### src/rtl/link_mem_if.sv
// Link-bus channel bundle between the UART link initiator and link_mem_responder.
// Every handshake (ar, aw, w, b) completes on a rising clk edge where valid and ready are both 1.
// The r channel has no ready, so each rvalid beat is accepted in the cycle it is shown.
interface link_mem_if;
    logic        arvalid;
    logic        arready;
    logic [27:0] araddr;
    logic [3:0]  arlen;
    logic [3:0]  aruserid;
    logic        aruserap;

    logic        rvalid;
    logic [31:0] rdata;
    logic [3:0]  rid;
    logic        rlast;
    logic        rerr;

    logic        awvalid;
    logic        awready;
    logic [27:0] awaddr;
    logic [3:0]  awlen;
    logic [3:0]  awuserid;
    logic        awuserap;

    logic        wvalid;
    logic        wready;
    logic [31:0] wdata;
    logic        wlast;

    logic        bvalid;
    logic        bready;
    logic [3:0]  bid;
    logic        berr;

    modport master (
        output arvalid, araddr, arlen, aruserid, aruserap,
        input  arready,
        input  rvalid, rdata, rid, rlast, rerr,
        output awvalid, awaddr, awlen, awuserid, awuserap,
        input  awready,
        output wvalid, wdata, wlast,
        input  wready,
        input  bvalid, bid, berr,
        output bready
    );

    modport slave (
        input  arvalid, araddr, arlen, aruserid, aruserap,
        output arready,
        output rvalid, rdata, rid, rlast, rerr,
        input  awvalid, awaddr, awlen, awuserid, awuserap,
        output awready,
        input  wvalid, wdata, wlast,
        output wready,
        output bvalid, bid, berr,
        input  bready
    );
endinterface

### src/rtl/link_mem_responder.sv
// Burst read/write responder between the UART link bus and a synchronous single-port SRAM.
// Define LINK_RESP_ADDR_CHECK_EN to block and flag beats whose word address is >= MEM_DEPTH.
module link_mem_responder #(
    parameter int ADDR_W    = 16,
    parameter int MEM_DEPTH = 65536
) (
    input  logic              clk,
    input  logic              rst_n,
    link_mem_if.slave         bus,
    output logic              mem_en,
    output logic              mem_we,
    output logic [ADDR_W-1:0] mem_addr,
    output logic [31:0]       mem_wdata,
    input  logic [31:0]       mem_rdata,
    output logic [2:0]        dbg_state
);

    typedef enum logic [2:0] {
        IDLE     = 3'd0,
        RD_BURST = 3'd1,
        RD_DRAIN = 3'd2,
        WR_BURST = 3'd3,
        WR_RESP  = 3'd4
    } state_t;

    state_t      state;
    logic [27:0] addr;
    logic [3:0]  cnt;
    logic [3:0]  rid_q;
    logic [3:0]  bid_q;
    logic        berr_q;
    logic        rd_valid_q;
    logic        rd_last_q;
    logic        rd_err_q;
    logic        in_range;
    logic        rd_issue;
    logic        wr_beat;
    logic        unused_hints;

`ifdef LINK_RESP_ADDR_CHECK_EN
    assign in_range = ({4'b0, addr} < 32'(MEM_DEPTH));
`else
    logic [31:0] unused_depth;
    assign unused_depth = 32'(MEM_DEPTH);
    assign in_range     = 1'b1;
`endif

    assign unused_hints = bus.aruserap ^ bus.awuserap;
    assign rd_issue     = (state == RD_BURST);
    assign wr_beat      = (state == WR_BURST) && bus.wvalid;
    assign dbg_state    = state;

    always_comb begin
        bus.arready = (state == IDLE);
        // A simultaneous read request wins, so the write side backs off while arvalid is up.
        bus.awready = (state == IDLE) && !bus.arvalid;
        bus.wready  = (state == WR_BURST);
        bus.rvalid  = rd_valid_q;
        bus.rlast   = rd_last_q;
        bus.rid     = rid_q;
        bus.rerr    = rd_err_q;
        bus.rdata   = (rd_valid_q && !rd_err_q) ? mem_rdata : 32'h0;
        bus.bvalid  = (state == WR_RESP);
        bus.bid     = bid_q;
        bus.berr    = berr_q;
        mem_en      = (rd_issue || wr_beat) && in_range;
        mem_we      = wr_beat && in_range;
        mem_addr    = addr[ADDR_W-1:0];
        mem_wdata   = mem_we ? bus.wdata : 32'h0;
    end

    always_ff @(posedge clk or negedge rst_n) begin
        if (!rst_n) begin
            state      <= IDLE;
            addr       <= '0;
            cnt        <= '0;
            rid_q      <= '0;
            bid_q      <= '0;
            berr_q     <= 1'b0;
            rd_valid_q <= 1'b0;
            rd_last_q  <= 1'b0;
            rd_err_q   <= 1'b0;
        end else begin
            // Read beat flags trail the SRAM access by one cycle, matching mem_rdata latency.
            rd_valid_q <= rd_issue;
            rd_last_q  <= rd_issue && (cnt == 4'd0);
            rd_err_q   <= rd_issue && !in_range;
            case (state)
                IDLE: begin
                    if (bus.arvalid) begin
                        addr  <= bus.araddr;
                        cnt   <= bus.arlen;
                        rid_q <= bus.aruserid;
                        state <= RD_BURST;
                    end else if (bus.awvalid) begin
                        addr   <= bus.awaddr;
                        cnt    <= bus.awlen;
                        bid_q  <= bus.awuserid;
                        berr_q <= 1'b0;
                        state  <= WR_BURST;
                    end
                end
                RD_BURST: begin
                    addr <= addr + 28'd1;
                    cnt  <= cnt - 4'd1;
                    if (cnt == 4'd0) state <= RD_DRAIN;
                end
                RD_DRAIN: state <= IDLE;
                WR_BURST: begin
                    if (bus.wvalid) begin
                        addr <= addr + 28'd1;
                        cnt  <= cnt - 4'd1;
                        // A beat that is last by count but not by wlast (or vice versa) is a mismatch.
                        if (!in_range || (bus.wlast != (cnt == 4'd0))) berr_q <= 1'b1;
                        if (bus.wlast || (cnt == 4'd0)) state <= WR_RESP;
                    end
                end
                WR_RESP: if (bus.bready) state <= IDLE;
                default: state <= IDLE;
            endcase
        end
    end

endmodule

### src/flat_wrapper.sv
// flat-port wrapper written by rule: the top's interface ports become plain ports
module link_mem_responder_flat 
#(
    parameter int ADDR_W    = 16,
    parameter int MEM_DEPTH = 65536
)
  (clk, rst_n, mem_en, mem_we, mem_addr, mem_wdata, mem_rdata, dbg_state, bus_arvalid, bus_araddr, bus_arlen, bus_aruserid, bus_aruserap, bus_arready, bus_rvalid, bus_rdata, bus_rid, bus_rlast, bus_rerr, bus_awvalid, bus_awaddr, bus_awlen, bus_awuserid, bus_awuserap, bus_awready, bus_wvalid, bus_wdata, bus_wlast, bus_wready, bus_bvalid, bus_bid, bus_berr, bus_bready);
  link_mem_if bus_i ();
  input  logic clk;
  input  logic rst_n;
  output logic mem_en;
  output logic mem_we;
  output logic [ADDR_W-1:0] mem_addr;
  output logic [31:0] mem_wdata;
  input  logic [31:0] mem_rdata;
  output logic [2:0] dbg_state;
  input wire logic [$bits(bus_i.arvalid)-1:0] bus_arvalid;
  input wire logic [$bits(bus_i.araddr)-1:0] bus_araddr;
  input wire logic [$bits(bus_i.arlen)-1:0] bus_arlen;
  input wire logic [$bits(bus_i.aruserid)-1:0] bus_aruserid;
  input wire logic [$bits(bus_i.aruserap)-1:0] bus_aruserap;
  output wire logic [$bits(bus_i.arready)-1:0] bus_arready;
  output wire logic [$bits(bus_i.rvalid)-1:0] bus_rvalid;
  output wire logic [$bits(bus_i.rdata)-1:0] bus_rdata;
  output wire logic [$bits(bus_i.rid)-1:0] bus_rid;
  output wire logic [$bits(bus_i.rlast)-1:0] bus_rlast;
  output wire logic [$bits(bus_i.rerr)-1:0] bus_rerr;
  input wire logic [$bits(bus_i.awvalid)-1:0] bus_awvalid;
  input wire logic [$bits(bus_i.awaddr)-1:0] bus_awaddr;
  input wire logic [$bits(bus_i.awlen)-1:0] bus_awlen;
  input wire logic [$bits(bus_i.awuserid)-1:0] bus_awuserid;
  input wire logic [$bits(bus_i.awuserap)-1:0] bus_awuserap;
  output wire logic [$bits(bus_i.awready)-1:0] bus_awready;
  input wire logic [$bits(bus_i.wvalid)-1:0] bus_wvalid;
  input wire logic [$bits(bus_i.wdata)-1:0] bus_wdata;
  input wire logic [$bits(bus_i.wlast)-1:0] bus_wlast;
  output wire logic [$bits(bus_i.wready)-1:0] bus_wready;
  output wire logic [$bits(bus_i.bvalid)-1:0] bus_bvalid;
  output wire logic [$bits(bus_i.bid)-1:0] bus_bid;
  output wire logic [$bits(bus_i.berr)-1:0] bus_berr;
  input wire logic [$bits(bus_i.bready)-1:0] bus_bready;
  assign bus_i.arvalid = bus_arvalid;
  assign bus_i.araddr = bus_araddr;
  assign bus_i.arlen = bus_arlen;
  assign bus_i.aruserid = bus_aruserid;
  assign bus_i.aruserap = bus_aruserap;
  assign bus_arready = bus_i.arready;
  assign bus_rvalid = bus_i.rvalid;
  assign bus_rdata = bus_i.rdata;
  assign bus_rid = bus_i.rid;
  assign bus_rlast = bus_i.rlast;
  assign bus_rerr = bus_i.rerr;
  assign bus_i.awvalid = bus_awvalid;
  assign bus_i.awaddr = bus_awaddr;
  assign bus_i.awlen = bus_awlen;
  assign bus_i.awuserid = bus_awuserid;
  assign bus_i.awuserap = bus_awuserap;
  assign bus_awready = bus_i.awready;
  assign bus_i.wvalid = bus_wvalid;
  assign bus_i.wdata = bus_wdata;
  assign bus_i.wlast = bus_wlast;
  assign bus_wready = bus_i.wready;
  assign bus_bvalid = bus_i.bvalid;
  assign bus_bid = bus_i.bid;
  assign bus_berr = bus_i.berr;
  assign bus_i.bready = bus_bready;
  link_mem_responder #(.ADDR_W(ADDR_W), .MEM_DEPTH(MEM_DEPTH)) u_core (.clk(clk), .rst_n(rst_n), .bus(bus_i), .mem_en(mem_en), .mem_we(mem_we), .mem_addr(mem_addr), .mem_wdata(mem_wdata), .mem_rdata(mem_rdata), .dbg_state(dbg_state));
endmodule
### config.mk
export PLATFORM = sky130hd
export DESIGN_NAME = link_mem_responder_flat
export DESIGN_NICKNAME = d
export VERILOG_FILES = /design/src/rtl/link_mem_if.sv /design/src/rtl/link_mem_responder.sv /design/src/flat_wrapper.sv
export SDC_FILE = /design/constraint.sdc
export NUM_CORES = 1
export LEC_CHECK = 0
export ABC_AREA = 1
export CORE_AREA = 10 10 87 89
export DETAILED_ROUTE_END_ITERATION = 10
export DIE_AREA = 0 0 97 99
export DONT_BUFFER_PORTS = 1
export PLACE_DENSITY = 0.66
export SYNTH_ARGS = -nofsm -noshare
export SYNTH_HDL_FRONTEND = slang
export SYNTH_SLANG_ARGS = --single-unit
### constraint.sdc
create_clock -name clk -period 3 [get_ports clk]
set_input_delay 0.6 -clock clk [delete_from_list [all_inputs] [get_ports clk]]
set_output_delay 0.6 -clock clk [all_outputs]
set_load 0.02 [all_outputs]
==> reports/metrics.cfg, run 1 <==
[worst_setup_path]
r2r_end = u_core.addr[7]
end_kind = output port
reg2reg_slack_ns = 1.01
crit_family = simple AND/OR/NAND/NOR gates
r2r-start = u_core.dbg_state[2]
path_common_cell = inv_2
reg2reg_depth = 7
slowest_stage = dfrtp_1
crit_required_ns = 2.40
path_max_fanout = 33
critPathLaunchType = flop
critPathKind = flop to output port
max_stage_delay_ns = 0.47
worst_ep_arrival_time_ns = 2.03
crit_buf_inv = 3
crit_chain = inv_1 -> nand2_2 -> nor2_8 -> inv_2 -> nor2_4 -> inv_2 -> nor2_1

[clock_tree]
cts.path.max_buffers = 2
worstSkewPairLatency_ns = 0.29
cts_buffers = 5
htreeDepth = 2
cts_root_buf = clkbuf_8
cts_tree = yes
cts.sinks = 34
cts_setup_buffers = 0
clkTransAtPathRegs_ns = 0.08

[sta]
rsz0062_at_grt = false
setup_tns_ns = 0
worst_pin_slew_ns = 0.8490
setup_viol = 0
worst_slack_ns = 0.3655
final_max_slew_viol_count = 0
hold_viol = 0
relSlewSlack_pct = 43.40
period_minus_slack_ns = 2.635
finalCritPeriodShare_pct = 87.82
holdWs_ns = 0.1264
fin_worst_skew_ns = 0.004528
fmax_ghz = 0.3796

[yosys]
ys_ff_latch = 34
yosysTopAreaCell = dfrtp_1
syn_area_mm2 = 0.002816
synth.top_cells.by_area = dfrtp_1 30%, nand2_1 19%, inv_1 13%
synth_top_area_share_pct = 30.21
netlist_instances = 468
synth.net_count = 616
avgSynthCellArea_um2 = 6.018
yosys_warnings = 0
synth.distinct_cells = 33
yosysSeqAreaShare_pct = 30.21

[global_routing]
grt_pass1_vias = 2791
antenna_found_initial = 0
grtUsageTotal_pct = 20.74
grt_pass1_wl_um = 16110
grt_start_max_net_pins = 35
grt-ovfl-total = 0

[finish]
seq_area_um2 = 850.8
drive_above_1_share_pct = 12.60
multi_input_area_mm2 = 0.001444
instances_no_fill = 567
syn_to_final_growth_pct = 11.46
antennaDiodeCount = 0
final_util_pct = 53.66
nets = 639
stdcell_area_mm2 = 0.003139
nFillCells = 596

[floorplan]
coreArea_mm2 = 0.005851
start_util_pct = 48.14
die_width_um = 97
dieArea_mm2 = 0.009603
rows = 28
io_pins = 246
die_h_um = 99

[routing]
vias_per_cell = 5.206
routed-via-count = 2952
remaining_drc_errors = 0
first_pass_iters = 4
ant_nets = 0
dr.first_iter.drc_count = 131
wl_per_cell_um = 18.86
wl_um = 10700

[power_and_ir_drop]
cellPowerDensity_mw_per_mm2 = 1078
ir_drop_mv = 0.4334
p_leak_nw = 1.988
power_mw = 3.384

[placement]
dp_cells = 558
place_ws_ns = 0.6719
io_buffers = 0
post-dp-hpwl_um = 8850
placed_cell_area_mm2 = 0.003028
gp_congestion = 0.8448

[min_path]
hold_class = primary input to async pin

[outcome]
status = finished clean

[flow_run]
cap_violations = 0

[synth_stat cells (all sizes together)]
library cell  count
a21boi            5
a21oi            19
a31oi             1
buf              14
clkbuf            4
clkinv            1
conb              1
dfrtp            34
ha                3
inv             103
mux2              4
nand2           145
nand3            25
nand4             3
nor2             71
nor3              2
o211ai            1
o21a              1
o21ai            24
o21bai            2
o22ai             4
xnor2             1
[flip-flops by register name (all words and copies together), names as in the netlist]
register           count
u_core.addr           16
u_core.bus.berr        1
u_core.bus.bid         4
u_core.bus.rid         4
u_core.bus.rlast       1
u_core.bus.rvalid      1
u_core.cnt             4
u_core.dbg_state       3
[per-layer routing]
| layer | wire length (um) | share of wire, % | global-route usage, % | vias to the layer above |
|---|---|---|---|---|
| li1 | - | - | - | 1436 |
| met5 | 0 | 0 | 0 | - |
| met1 | 3988 | 37 | 22.44 | 1344 |
| met4 | 202 | 1.9 | 5.789 | 0 |
| met3 | 1273 | 12 | 10.61 | 16 |
| met2 | 5231 | 49 | 34.93 | 156 |
[kinds of logic after synthesis]
group           share of synthesized area [%]
simple gates                            36.47
buf+inv                                 18.52
compound gates                          11.42
flops                                   30.21
mux                                     1.599
fa+ha+maj                               1.333
other cells                            0.1331
xor+xnor                               0.3110
[layout make-up]
| class | instances | area share, % |
|---|---|---|
| multi-input cells | 312 | 45.99 |
| flip-flops and latches | 34 | 27.10 |
| inverters | 104 | 12.48 |
| repair buffers | 34 | 8.529 |
| well taps | 75 | 2.989 |
| clock buffers | 7 | 2.750 |
| clock inverters | 1 | 0.1594 |
[cell usage in the layout (no fill, tap or decap), types with 5 or more instances in the layout]
master and count:
a21boi_1 5, a21oi_1 17, buf_4 33, clkbuf_8 6, dfrtp_1 34, inv_1 98
inv_2 5, nand2_1 141, nand3_1 24, nor2_1 67, o21ai_0 19, o21ai_1 5
[worst max-delay path by stage]
stage | startpoint | end | slack (ns) | depth (start not counted)
after global routing | u_core.dbg_state[2] | mem_wdata[14] | 0.24 | 7
final | u_core.dbg_state[2] | mem_wdata[12] | 0.37 | 7
after global placement | u_core.dbg_state[1] | mem_wdata[12] | 0.71 | 6
after CTS | u_core.dbg_state[2] | mem_wdata[12] | 0.34 | 7
after detailed placement | u_core.dbg_state[2] | mem_wdata[12] | 0.67 | 7
after floorplan | u_core.dbg_state[2] | mem_wdata[22] | 0.77 | 8
[power breakdown]
group          internal [mW]  switching (mW)
clock network          0.185           0.179
logic                  0.574            1.22
registers              0.687           0.534
[worst reg2reg max path, delay by kind of cell (launching register included)]
family          cells  cell delay, ns
compound gates      2            0.33
buf+inv             2            0.42
flops               1            0.47
simple gates        3            0.64
[repair_timing]
action | in CTS | in global routing
hold endpoints to repair | 34 | 0
hold buffers | 1 | 0
gates resized for setup | 0 | 0
Note: power is estimated with default switching activity, not from simulation.
==> run 2: changes to the inputs <==
--- a/config.mk
+++ b/config.mk
@@ -6,11 +6,11 @@
 export NUM_CORES = 1
 export LEC_CHECK = 0
 export ABC_AREA = 1
-export CORE_AREA = 10 10 87 89
+export CORE_AREA = 3 3 94 96
 export DETAILED_ROUTE_END_ITERATION = 10
 export DIE_AREA = 0 0 97 99
 export DONT_BUFFER_PORTS = 1
-export PLACE_DENSITY = 0.66
+export PLACE_DENSITY = 0.51
 export SYNTH_ARGS = -nofsm -noshare
 export SYNTH_HDL_FRONTEND = slang
 export SYNTH_SLANG_ARGS = --single-unit
==> run 2 against run 1 <==
Net effect:
- combinational power about the same
- worst setup slack improved by 0.024 ns
- register-to-register slack about the same
- sequential power about the same
- worst hold slack gained 0.31 ns
- critical endpoint is now mem_wdata[9]
- sequential share of layout area fell by 0.54 points
- total power increased by 2.0%
- die area did not move
- sequential cell count stayed put
- final cell count rose by 5.3%
- clock power up 20%
- largest power group unchanged
- via count is 2.3% lower
==> reports/metrics.cfg, run 2 (synthesis results as in run 1) <==
[finish]
drive_above_1_share_pct = 11.99
antennaDiodeCount = 0
largest_reg_flops = 16
layout_commonest_cell = nand2_1
top_register = u_core.addr
stdcell_area_mm2 = 0.003203
nets = 640
instances_no_fill = 597
syn_to_final_growth_pct = 13.73
final_cell_mix = 141 x nand2_1, 98 x inv_1, 67 x nor2_1

[floorplan]
io_pins = 246
die_width_um = 97
die_h_um = 99
coreArea_mm2 = 0.008134
rows = 33
dieArea_mm2 = 0.009603
start_util_pct = 34.63

[global_routing]
grt_pass1_vias = 2585
antenna_found_initial = 0
grtUsageTotal_pct = 18.37
grt-ovfl-total = 0
grt_start_max_net_pins = 34
grt_pass1_wl_um = 14030

[sta]
hold_viol = 0
period_minus_slack_ns = 2.611
rsz0062_at_grt = false
finalCritPeriodShare_pct = 87.03
setup_viol = 0
relSlewSlack_pct = 39.84
final_max_slew_viol_count = 0
worst_pin_slew_ns = 0.8994
fmax_ghz = 0.3830
fin_worst_skew_ns = 0.005260
setup_tns_ns = 0

[clock_tree]
htreeDepth = 2
clkTransAtPathRegs_ns = 0.07
cts_root_buf = clkbuf_8
cts.path.max_buffers = 2
cts.sinks = 34
worstSkewPairLatency_ns = 0.28
cts_resized = 0
cts_buffers = 5
cts_tree = yes

[outcome]
status = finished clean

[worst_setup_path]
crit_buf_inv = 3
crit_required_ns = 2.40
crit_chain = inv_1 -> nor2_8 -> inv_2 -> nor2_4 -> inv_2 -> nor2_1
slowest_stage = dfrtp_1
path_common_cell = inv_2
critPathLaunchType = flop
worst_ep_arrival_time_ns = 2.01
end_kind = output port
path_max_fanout = 33
crit_family = simple AND/OR/NAND/NOR gates
critPathKind = flop to output port
max_stage_delay_ns = 0.57

[routing]
first_pass_iters = 4
remaining_drc_errors = 0
ant_nets = 0
dr.first_iter.drc_count = 150
routed-via-count = 2883
wl_per_cell_um = 15.90
vias_per_cell = 4.829
wl_um = 9493

[placement]
post-dp-hpwl_um = 7501
dp_cells = 586
gp_congestion = 0.8955
placed_cell_area_mm2 = 0.003050
io_buffers = 0

[power_and_ir_drop]
p_leak_nw = 1.993
cellPowerDensity_mw_per_mm2 = 1077
ir_drop_mv = 0.3503

[min_path]
hold_class = primary input to flop

[flow_run]
cap_violations = 0

[run 2: timing repair]
item,4_1_cts,5_1_grt
hold endpoints to repair,18,5
setup buffers,0,0
hold buffers,3,1
[run 2: final timing paths]
check | from | end | slack (ns) | depth (start not counted)
max in group asynchronous | rst_n | u_core.cnt[3] | 1.56 | 1
worst max register to register | u_core.dbg_state[2] | u_core.addr[9] | 1.00 | 7
worst min-delay path | bus_awuserid[3] | u_core.bus.bid[3] | 0.44 | 2
worst max-delay path | u_core.dbg_state[1] | mem_wdata[9] | 0.39 | 6
worst min register to register | u_core.cnt[1] | u_core.cnt[1] | 0.54 | 2
min in group asynchronous | rst_n | u_core.addr[11] | 0.52 | 1
[run 2: final cells by class]
cell class              count  area, um2
repair buffers             35      272.8
clock inverters             1      30.03
clock buffers               6      82.58
multi-input cells         312       1444
fillers                   913       4931
flip-flops and latches     34      850.8
well taps                 105      131.4
inverters                 104      391.6
[run 2: per-layer routing]
metal  GRT usage, %  routed length (um)
met3          4.954                 691
met1          21.92                3805
met4          4.752                 114
met2          32.70                4881
met5              0                   0
[run 2: through the flow]
step | total power, mW | setup slack (ns) | hold slack [ns] | utilization (%)
3_3_place_gp | 3.005 | 0.6970 | 0.3054 | 37.50
3_5_place_dp | 3.041 | 0.6615 | 0.3053 | 37.50
4_1_cts | 3.500 | 0.3480 | 0.00007550 | 39.26
2_1_floorplan | 2.673 | 0.7725 | 0.3044 | -
6_report | 3.451 | 0.3892 | 0.4402 | 39.38
5_1_grt | 3.774 | 0.2045 | 0.4373 | 39.38
[run 2: where the power goes]
part / switching, mW / internal, mW
Clock: 0.169 / 0.266
Sequential: 0.509 / 0.688
Combinational: 1.25 / 0.574
Total: 1.92 / 1.53
